===== src/rtl/control_cmd_dispatch_if.sv =====
// Byte-stream and sub-engine strobe bundle for control_cmd_dispatch.
// The master side is the dispatcher and the slave side is the receiver plus engine environment.
interface control_cmd_dispatch_if;
  logic [7:0] rx_data;
  logic       rx_valid;
  logic [3:0] sub_done;
  logic [3:0] sub_enable;
  logic [7:0] sub_data;

  modport master (
    input  rx_data,
    input  rx_valid,
    input  sub_done,
    output sub_enable,
    output sub_data
  );

  modport slave (
    output rx_data,
    output rx_valid,
    output sub_done,
    input  sub_enable,
    input  sub_data
  );
endinterface


===== src/rtl/control_cmd_dispatch.sv =====
// Decodes a leading opcode byte and routes each following byte as a 1-clk strobe to one engine until its done.
// Optional watchdog abort is built only when CMD_DISPATCH_TIMEOUT_EN is defined.
module control_cmd_dispatch #(
  parameter logic [7:0] OPCODE_0       = 8'h52,
  parameter logic [7:0] OPCODE_1       = 8'h50,
  parameter logic [7:0] OPCODE_2       = 8'h46,
  parameter logic [7:0] OPCODE_3       = 8'h42,
  parameter int         TIMEOUT_CYCLES = 4096
) (
  input  logic                          clk,
  input  logic                          reset,
  control_cmd_dispatch_if.master        bus,
  output logic                          busy,
  output logic [1:0]                    active_cmd,
  output logic [15:0]                   byte_count,
  output logic                          err_opcode,
  output logic                          err_timeout
);

  if (TIMEOUT_CYCLES < 2) begin : g_bad_timeout
    $error("control_cmd_dispatch: TIMEOUT_CYCLES must be at least 2");
  end

  typedef enum logic {IDLE, ROUTE} state_t;
  state_t state;

  logic       op_hit;
  logic [1:0] op_idx;
  logic       done_act;

  // Lowest channel wins if two opcode parameters are configured equal.
  always_comb begin
    op_hit = 1'b1;
    op_idx = 2'd0;
    if (bus.rx_data == OPCODE_0)      op_idx = 2'd0;
    else if (bus.rx_data == OPCODE_1) op_idx = 2'd1;
    else if (bus.rx_data == OPCODE_2) op_idx = 2'd2;
    else if (bus.rx_data == OPCODE_3) op_idx = 2'd3;
    else                              op_hit = 1'b0;
    done_act = bus.sub_done[active_cmd];
  end

`ifdef CMD_DISPATCH_TIMEOUT_EN
  localparam int WD_W = (TIMEOUT_CYCLES > 2) ? $clog2(TIMEOUT_CYCLES) : 1;
  logic [WD_W-1:0] wd;
`endif

  always_ff @(posedge clk or negedge reset) begin
    if (!reset) begin
      state          <= IDLE;
      bus.sub_enable <= 4'd0;
      bus.sub_data   <= 8'd0;
      busy           <= 1'b0;
      active_cmd     <= 2'd0;
      byte_count     <= 16'd0;
      err_opcode     <= 1'b0;
      err_timeout    <= 1'b0;
`ifdef CMD_DISPATCH_TIMEOUT_EN
      wd             <= '0;
`endif
    end else begin
      bus.sub_enable <= 4'd0;
      err_opcode     <= 1'b0;
      err_timeout    <= 1'b0;
      // A byte arriving with the active done is decoded as the next opcode, never forwarded.
      if (state == IDLE || done_act) begin
        if (bus.rx_valid && op_hit) begin
          state      <= ROUTE;
          busy       <= 1'b1;
          active_cmd <= op_idx;
          byte_count <= 16'd0;
`ifdef CMD_DISPATCH_TIMEOUT_EN
          wd         <= '0;
`endif
        end else begin
          state      <= IDLE;
          busy       <= 1'b0;
          err_opcode <= bus.rx_valid;
        end
      end else if (bus.rx_valid) begin
        bus.sub_enable <= 4'd1 << active_cmd;
        bus.sub_data   <= bus.rx_data;
        if (byte_count != 16'hFFFF) byte_count <= byte_count + 16'd1;
`ifdef CMD_DISPATCH_TIMEOUT_EN
        wd             <= '0;
      end else if (wd == WD_W'(TIMEOUT_CYCLES - 1)) begin
        state       <= IDLE;
        busy        <= 1'b0;
        err_timeout <= 1'b1;
      end else begin
        wd <= wd + WD_W'(1);
`endif
      end
    end
  end

endmodule


===== src/flat_wrapper.sv =====
// flat-port wrapper written by rule: the top's interface ports become plain ports
module control_cmd_dispatch_flat 
#(
  parameter logic [7:0] OPCODE_0       = 8'h52,
  parameter logic [7:0] OPCODE_1       = 8'h50,
  parameter logic [7:0] OPCODE_2       = 8'h46,
  parameter logic [7:0] OPCODE_3       = 8'h42,
  parameter int         TIMEOUT_CYCLES = 4096
)
  (clk, reset, busy, active_cmd, byte_count, err_opcode, err_timeout, bus_rx_data, bus_rx_valid, bus_sub_done, bus_sub_enable, bus_sub_data);
  control_cmd_dispatch_if bus_i ();
  input  logic clk;
  input  logic reset;
  output logic busy;
  output logic [1:0] active_cmd;
  output logic [15:0] byte_count;
  output logic err_opcode;
  output logic err_timeout;
  input wire logic [$bits(bus_i.rx_data)-1:0] bus_rx_data;
  input wire logic [$bits(bus_i.rx_valid)-1:0] bus_rx_valid;
  input wire logic [$bits(bus_i.sub_done)-1:0] bus_sub_done;
  output wire logic [$bits(bus_i.sub_enable)-1:0] bus_sub_enable;
  output wire logic [$bits(bus_i.sub_data)-1:0] bus_sub_data;
  assign bus_i.rx_data = bus_rx_data;
  assign bus_i.rx_valid = bus_rx_valid;
  assign bus_i.sub_done = bus_sub_done;
  assign bus_sub_enable = bus_i.sub_enable;
  assign bus_sub_data = bus_i.sub_data;
  control_cmd_dispatch #(.OPCODE_0(OPCODE_0), .OPCODE_1(OPCODE_1), .OPCODE_2(OPCODE_2), .OPCODE_3(OPCODE_3), .TIMEOUT_CYCLES(TIMEOUT_CYCLES)) u_core (.clk(clk), .reset(reset), .bus(bus_i), .busy(busy), .active_cmd(active_cmd), .byte_count(byte_count), .err_opcode(err_opcode), .err_timeout(err_timeout));
endmodule

===== config.mk =====
export PLATFORM = sky130hd
export DESIGN_NAME = control_cmd_dispatch_flat
export DESIGN_NICKNAME = d
export VERILOG_FILES = /design/src/rtl/control_cmd_dispatch_if.sv /design/src/rtl/control_cmd_dispatch.sv /design/src/flat_wrapper.sv
export SDC_FILE = /design/constraint.sdc
export NUM_CORES = 1
export LEC_CHECK = 0
export ABC_AREA = 1
export CORE_ASPECT_RATIO = 1.75
export CORE_MARGIN = 5
export CORE_UTILIZATION = 40
export DETAILED_ROUTE_END_ITERATION = 7
export PLACE_DENSITY_LB_ADDON = 0.25
export SLEW_MARGIN = 20
export SYNTH_ARGS = -nofsm -noshare
export SYNTH_HDL_FRONTEND = slang
export SYNTH_SLANG_ARGS = --single-unit

===== constraint.sdc =====
create_clock -name clk -period 2.9 [get_ports clk]
set_clock_uncertainty 0.2 [all_clocks]
set_input_delay 0.29 -clock clk [delete_from_list [all_inputs] [get_ports clk]]
set_output_delay 0.29 -clock clk [all_outputs]
set_load 0.1 [all_outputs]

Yosys cells after proc, flatten, opt, wreduce, memory -nomap -nowiden
Index checks and enable logic that the tools add are counted.
Operators by class
  add/sub/neg operators: 1
  order comparisons: 1
  equality and inequality tests: 6
  shifts and indexed selects: 1
  multiplexer cells: 19
  bitwise gates (word level): 2
  reductions and logical operators: 7
Operators with widths (number)
  $mux W16: 4
  $eq A8 B7 Y1 const B: 4
  $add A16 B1 Y16 const B: 1
  $ne A16 B16 Y1 const B: 1
  $mux W1: 8
  $mux W2: 4
  $mux W4: 2
  $reduce_and A2 Y1: 2
  $reduce_bool A2 Y1: 2
  $shl A1 B2 Y4 const A: 1
  $lt A2 B3 Y1 const B: 1
  $reduce_and A3 Y1: 1
  $bmux W1 S2: 1
  $ne A2 B2 Y1 const B: 1
  $not A1 Y1: 2
  $logic_and A1 B1 Y1: 1
  $logic_or A1 B1 Y1: 1
Storage, ports and cells
  register bits: 32
  output and inout port bits: 33

Depth between registers and ports, before layout
Gate-level depths: netlist of run 1.
  depth after elaboration: 8
  depth in mapped cells: 10

Worst setup path before layout of run 1
OpenSTA, ideal clock, no wires.
  path kind: flip-flop to flip-flop
  from: register u_core.active_cmd[0]
  to: register u_core.byte_count[5]
  arrival time: 2.071 ns
  slack: 0.508 ns
  stages on the path, launching flop included: 9
  buffers on the path: 1
  period minus slack after synthesis: 2.392 ns
  path through: dfrtp_1 inv_2 nand3_1 nand3_2 nor3_4 nand2_4 buf_2 nand3_1 nand2_1
Between the ends
  word-level cells in the longest chain between the ends: 5
  elaborated cells on any way between the ends: 8
  those cells by class: eq/ne (1); mux (3); reduce/logical (4)
RTL lines
  start: declaration: RTL line control_cmd_dispatch.sv:14  | output logic [1:0] active_cmd,
  start signal: assignment: RTL line control_cmd_dispatch.sv:70  | active_cmd <= op_idx;
  $bmux W1 S2 *: RTL line control_cmd_dispatch.sv:40  | done_act = bus.sub_done[active_cmd];
  $mux W1 (not written as such) *: RTL line control_cmd_dispatch.sv:40
  $logic_or A1 B1 Y1 *: RTL line control_cmd_dispatch.sv:66  | if (state == IDLE || done_act) begin
  $ne A2 B2 Y1 (no line) / $reduce_bool A2 Y1 (equally long branches)
  $reduce_and A3 Y1 (no line)
  end signal: assignment: RTL line control_cmd_dispatch.sv:83  | if (byte_count != 16'hFFFF) byte_count <= byte_count + 16'd1;
  end: declaration: RTL line control_cmd_dispatch.sv:15  | output logic [15:0] byte_count,
Every way passes the cells marked *; elsewhere a longest branch is shown, timed or not. The select of a mux whose other input is x is not followed.
A chain may end at the register's enable or synchronous reset.

Final worst setup path of run 1
  from: register u_core.active_cmd[0]
  to: register u_core.byte_count[9]
The elaborated chain is that of the path after synthesis.

==> results of run 1 <==
## critical path, delay by kind of cell (launching register included)
family / cells / cell delay, ps
buffers and inverters: 1 / 70
DFF: 1 / 480
and+or+nand+nor: 8 / 1250
## final cells by class
cell class,instances,share of cell area [%]
Clock inverter,3,1.82
Inverter,23,3.69
Sequential cell,32,34.2
Multi-Input combinational cell,196,38.1
Tap cell,51,2.72
Timing Repair Buffer,47,16.6
Clock buffer,5,2.94
## metal layers
layer | GRT usage [%] | vias up | wire [um]
li1 | - | 905 | -
met1 | 18.0 | 828 | 1730
met2 | 30.1 | 41 | 2540
met3 | 4.03 | 11 | 237
met4 | 7.01 | 0 | 123
met5 | 0 | - | 0
## cell families after synthesis
family	count (synthesis)	synth area share, %
XOR/XNOR	3	1.44
other	1	0.205
AND/OR/NAND/NOR	178	42.8
buffers and inverters	30	7.39
adder cells (fa/ha/maj)	1	0.684
flip-flops	32	43.8
AO/OA/AOI/OAI	13	3.63
## Yosys cell counts
master	count	area [sq um]
nand4_1	4	25.0
inv_1	20	75.1
or2_2	1	6.26
nor3_1	8	40.0
a31oi_1	1	6.26
dfrtp_1	32	801
nand2_4	2	22.5
buf_6	2	22.5
a21oi_1	4	20.0
inv_2	3	11.3
o21ai_1	3	15.0
nand3_1	29	145
conb_1	1	3.75
ha_1	1	12.5
clkbuf_1	1	3.75
buf_2	3	15.0
nor3b_1	2	15.0
buf_4	1	7.51
and2_1	1	6.26
nor2_4	1	11.3
o21ai_0	5	25.0
nand2_1	90	338
nor3_4	1	16.3
nand3_2	1	10.0
xnor2_1	1	8.76
nand2_2	2	12.5
xor2_1	2	17.5
nor2_1	36	135
## cells in the final DEF (no fill, tap or decap), types with 4 or more instances in the layout
cell type        synthesis  routed
a21oi_1                  4       4
nand2_1                 90      90
nand4_1                  4       4
dfrtp_1                 32      32
buf_4                    1      33
clkbuf_8                 0       5
nand3_1                 29      29
clkdlybuf4s50_1          0      14
nor2_1                  36      36
o21ai_0                  5       5
inv_1                   20      20
nor3_1                   8       8
## worst paths after layout
kind | from | end | slack (ps) | cells after the start
min in group clk | u_core.bus.sub_data[6] | u_core.bus.sub_data[6] | 280 | 2
worst max register to register | u_core.active_cmd[0] | u_core.byte_count[9] | 760 | 9
max in group asynchronous | reset | u_core.byte_count[7] | 2000 | 2
worst max-delay path | u_core.active_cmd[0] | u_core.byte_count[9] | 760 | 9
worst min-delay path | reset | u_core.bus.sub_enable[3] | 200 | 2
worst min register to register | u_core.bus.sub_data[6] | u_core.bus.sub_data[6] | 280 | 2
## state kept, by name (all words and copies together) (netlist names)
| signal | count |
|---|---|
| u_core.bus.sub_enable | 4 |
| u_core.byte_count | 16 |
| u_core.active_cmd | 2 |
| u_core.bus.sub_data | 8 |
| u_core.busy | 1 |
| u_core.err_opcode | 1 |
## metrics by stage
stage          hold slack, ps  total power, mW  setup slack, ps  std cells
2_1_floorplan            -206            0.599              508        258
3_3_place_gp              264            0.655              651        349
3_5_place_dp              263            0.656              585        349
4_1_cts                   207             1.09              742        357
5_1_grt                   252             1.12              570        357
6_report                  199             1.08              762        357
## power groups by stage
stage / Sequential, mW / Clock (mW) / Combinational (mW)
6_report: 0.467 / 0.430 / 0.179
5_1_grt: 0.468 / 0.459 / 0.189
4_1_cts: 0.467 / 0.442 / 0.181
3_5_place_dp: 0.475 / 0 / 0.181
3_3_place_gp: 0.475 / 0 / 0.179
2_1_floorplan: 0.571 / 0 / 0.0281
==> results by group, run 1 <==
Run status
  – Status: complete, no violations

Routing
  – Post-route ant nets: 0
  – Via density: 5.00
  – DRT iter0 DRCs: 67
  – Residual DRC: 0
  – DRT Pass-1 Iters: 4
  – Routed via count: 1785
  – DR WL/cell: 13.0 um
  – Routed WL: 4630 um

Clock network
  – Post-CTS Resized: 0
  – Post-CTS setup buffer count: 0
  – CTS Buf Count: 5
  – H-tree levels: 2
  – Hold-fix buffers, CTS: 0
  – Root Driver: clkbuf_8
  – CTS tree: yes
  – Clock Latency Late Sink: 290 ps
  – Clk slew on worst S/H paths: 70 ps
  – Clock buffer depth: 2
  – # clock sinks: 32

Synth
  – Count of different cell masters after synthesis: 28
  – Ys Warns: 0
  – Net Count, Synth: 274
  – Sequential fraction of the synthesis area: 43.8%
  – Synthesized area: 1830 sq um
  – Flops & latches, synth: 32
  – Synth Area per Inst: 7.09 sq um
  – Mapped Cells: 258

Finish
  – Storage cell area: 801 sq um
  – Design area: 2340 sq um
  – Layout Utilization: 53.2%
  – # nets final: 321
  – Multi-input gate area: 892 sq um
  – Area growth syn-to-layout: 28.1%
  – Diode count: 0
  – Layout cells sized above 1: 17.0%
  – Fillers: 467

GRT
  – First-pass GRT wire length: 7850 um
  – Pin count of the biggest net entering global routing: 33
  – Antenna violations before repair: 0
  – Vias in the first global route: 1788
  – Grt total ovfl: 0
  – GRT Util Overall: 16.9%

Setup path
  – CP Data Arrival Time: 2100 ps
  – Crit-path most repeated cell: nand2_1
  – Slowest cell on crit path: dfrtp_1
  – Worst path cell trace: inv_2 -> nand3_1 -> nand3_2 -> nor2_4 -> nor2_1 -> nand2_2 -> nand2_4 -> nand2_1 -> nand2_1
  – Setup crit end kind: register
  – CP startpoint kind: register
  – Critical Path RT: 2870 ps
  – CP max FO: 21
  – CP Class: reg -> reg
  – CP peak stage delay: 480 ps

Pwr
  – Clock network fraction of total power: 39.9%
  – Pwr per Cell Area: 459 nW/um^2
  – Internal power: 756 uW
  – Comb pwr share: 16.6%
  – Psw: 320 uW
  – Flop pwr share: 43.4%
  – Switching Share: 29.7%
  – Leak: 1.18 nW
  – Worst IR Drop VDD: 366 uV

STA
  – RSZ-0062 raised after global routing: no
  – Min cycle time layout: 2140 ps
  – F_max: 0.468 GHz
  – Slew Viols, Final: 0
  – Hold Violations, Final: 0
  – Final cycle utilization of the critical path: 73.7%
  – Final setup fails: 0
  – Setup TNS: 0 ps

Place
  – RePlAce Congestion: 0.928
  – Hpwl dp: 3530 um
  – Post-placement cell area: 2230 sq um
  – IO Port Bufs: 46

Min path
  – Hold WC Path Type: in -> async

Die
  – DIE HEIGHT: 99.4 um
  – Die W: 61.1 um
  – Die area: 6080 sq um
  – Rows: 32
  – Core Area: 4400 sq um
  – IO Pins: 48
  – Initial Util: 41.5%

Job
  – Max Cap Viol: 0
Note: power is estimated with default switching activity, not from simulation.
==> inputs of run 2 (changes only) <==
==> constraint.sdc (replaced) <==
create_clock -name clk -period 2.1 [get_ports clk]
set_clock_uncertainty 0.2 [all_clocks]
set_input_delay 0.21 -clock clk [delete_from_list [all_inputs] [get_ports clk]]
set_output_delay 0.21 -clock clk [all_outputs]
set_load 0.1 [all_outputs]
==> results by group, run 2 (synthesis gave the netlist of run 1 again) <==
STA
  – Min cycle time layout: 1920 ps (was 2140 ps)
  – Setup TNS: 0 ps (unchanged)
  – F_max: 0.520 GHz (was 0.468 GHz)
  – Hold Violations, Final: 0 (unchanged)
  – Slew Viols, Final: 0 (unchanged)
  – RSZ-0062 raised after global routing: no (unchanged)
  – Final setup fails: 0 (unchanged)
  – Final cycle utilization of the critical path: 91.6% (was 73.7%)

GRT
  – Pin count of the biggest net entering global routing: 33 (unchanged)
  – Antenna violations before repair: 0 (unchanged)
  – First-pass GRT wire length: 8030 um (was 7850 um)
  – Grt total ovfl: 0 (unchanged)
  – GRT Util Overall: 17.5% (was 16.9%)
  – Vias in the first global route: 1745 (was 1788)

Die
  – IO Pins: 48 (unchanged)
  – Die area: 6080 sq um (unchanged)
  – Die W: 61.1 um (unchanged)
  – Core Area: 4400 sq um (unchanged)
  – DIE HEIGHT: 99.4 um (unchanged)
  – Rows: 32 (unchanged)
  – Initial Util: 41.5% (unchanged)

Setup path
  – Largest delay share family, worst path: simple AND/OR/NAND/NOR gates (unchanged)
  – CP max FO: 16 (was 21)
  – Crit path buf inv count: 0 (was 1)
  – Worst path cell trace: nand2_1 -> nor2_2 -> nand2_1 -> nor2_1 -> nand3_1 -> nand2_4 -> nand2_4 -> nand2_1 -> nand2_1 (was inv_2 -> nand3_1 -> nand3_2 -> nor2_4 -> nor2_1 -> nand2_2 -> nand2_4 -> nand2_1 -> nand2_1)
  – CP peak stage delay: 450 ps (was 480 ps)
  – Crit-path most repeated cell: nand2_1 (unchanged)
  – Critical Path RT: 2070 ps (was 2870 ps)
  – Setup crit end kind: register (unchanged)
  – CP Data Arrival Time: 1890 ps (was 2100 ps)
  – Slowest cell on crit path: dfrtp_2 (was dfrtp_1)
  – CP Class: reg -> reg (unchanged)
  – CP startpoint kind: register (unchanged)
  – FF-to-FF setup slack: 180 ps (was 760 ps)

Clock network
  – H-tree levels: 2 (unchanged)
  – Post-CTS Resized: 0 (unchanged)
  – CTS tree: yes (unchanged)
  – CTS Buf Count: 5 (unchanged)
  – Post-CTS setup buffer count: 0 (unchanged)
  – Clock Latency Late Sink: 280 ps (was 290 ps)
  – # clock sinks: 32 (unchanged)
  – Hold-fix buffers, CTS: 0 (unchanged)
  – Clk slew on worst S/H paths: 70 ps (about the same)
  – Root Driver: clkbuf_8 (unchanged)
  – Clock buffer depth: 2 (unchanged)

Routing
  – Routed WL: 4870 um (was 4630 um)
  – Post-route ant nets: 0 (unchanged)
  – Routed via count: 1809 (was 1785)
  – DR WL/cell: 13.5 um (was 13.0 um)
  – Via density: 5.01 (was 5.00)
  – Residual DRC: 0 (unchanged)
  – DRT Pass-1 Iters: 4 (unchanged)
  – DRT iter0 DRCs: 80 (was 67)

Place
  – Post-placement cell area: 2310 sq um (was 2230 sq um)
  – Hpwl dp: 3750 um (was 3530 um)
  – RePlAce Congestion: 0.933 (was 0.928)
  – IO Port Bufs: 46 (unchanged)
  – Dpl cells: 353 (was 349)

Pwr
  – Worst IR Drop VDD: 676 uV (was 366 uV)
  – Psw: 426 uW (was 320 uW)
  – Leak: 1.18 nW (about the same)
  – Clock network fraction of total power: 33.8% (was 39.9%)
  – Internal power: 927 uW (was 756 uW)
  – Switching Share: 31.5% (was 29.7%)
  – Comb pwr share: 18.5% (was 16.6%)
  – Flop pwr share: 47.7% (was 43.4%)
  – Pwr per Cell Area: 566 nW/um^2 (was 459 nW/um^2)

Finish
  – Most flop-heavy register: u_core.byte_count (unchanged)
  – Storage cell area: 822 sq um (was 801 sq um)
  – Diode count: 0 (unchanged)
  – Layout cells sized above 1: 23.2% (was 17.0%)
  – Fillers: 435 (was 467)
  – # nets final: 325 (was 321)
  – Leading cell type in the layout, fill and taps excluded: nand2_1 (unchanged)
  – Commonest cells after routing, fill and taps aside: nand2_1 (90), nor2_1 (35), buf_4 (35) (was nand2_1 (90), nor2_1 (36), buf_4 (33))
  – Biggest regs: u_core.byte_count: 16 flops, u_core.bus.sub_data: 8 flops, u_core.bus.sub_enable: 4 flops (unchanged)
  – Design area: 2390 sq um (was 2340 sq um)
  – Area growth syn-to-layout: 30.8% (was 28.1%)
  – Max FFs per register: 16 (unchanged)
  – Cell Count, Final, Fillers Out: 361 (was 357)
  – Multi-input gate area: 895 sq um (was 892 sq um)

Run status
  – Status: complete, no violations (unchanged)

Min path
  – Hold WC Path Type: in -> async (unchanged)

Job
  – Max Cap Viol: 0 (unchanged)
[run 2: cell count changes in the layout (fill, tap and decap cells not counted), moves of 2 or more]
cell,delta
buf_12,+2
buf_4,+2
clkbuf_1,+2
dfrtp_1,-17
dfrtp_2,+17
[run 2: per-stage QoR]
stage / utilization (%) / setup WS [ps] / power (mW) / hold WS [ps]
global route: 54.3 / 26.7 / 1.41 / 159
finish: 54.3 / 177 / 1.35 / 122
CTS: 54.2 / 112 / 1.37 / 145
detailed placement: 52.4 / 61.6 / 0.910 / 265
global placement: 52.4 / 81.9 / 0.908 / 261
floorplan: - / 4.83 / 0.827 / -286
[run 2: per-layer routing]
| metal | share of wire (%) | track usage, % |
|---|---|---|
| met5 | 0 | 0 |
| met4 | 2.6 | 8.35 |
| met3 | 5.8 | 4.42 |
| met2 | 55 | 29.9 |
| met1 | 36 | 19.2 |
[run 2: area by class of cell]
| class | instances | share of cell area (%) |
|---|---|---|
| inverters | 23 | 3.61 |
| multi-input cells | 196 | 37.4 |
| clock inverters | 1 | 0.209 |
| repair buffers | 51 | 18.5 |
| flip-flops and latches | 32 | 34.4 |
| well taps | 51 | 2.67 |
| clock buffers | 7 | 3.19 |
[run 2: final timing paths]
kind                                        startpoint                     end  cells after the start
min in group clk                u_core.bus.sub_data[6]  u_core.bus.sub_data[6]                      2
worst max-delay path              u_core.byte_count[9]    u_core.byte_count[3]                      9
worst min register to register  u_core.bus.sub_data[6]  u_core.bus.sub_data[6]                      2
max in group asynchronous                        reset    u_core.byte_count[4]                      2
worst min-delay path                             reset    u_core.byte_count[5]                      2
worst max register to register    u_core.byte_count[9]    u_core.byte_count[3]                      9
[run 2: power by group through the flow]
stage | Clock [mW] | Sequential [mW] | Combinational [mW]
floorplan | 0 | 0.788 | 0.0388
global placement | 0 | 0.656 | 0.252
detailed placement | 0 | 0.656 | 0.254
CTS | 0.473 | 0.645 | 0.254
global route | 0.495 | 0.647 | 0.265
finish | 0.457 | 0.645 | 0.250
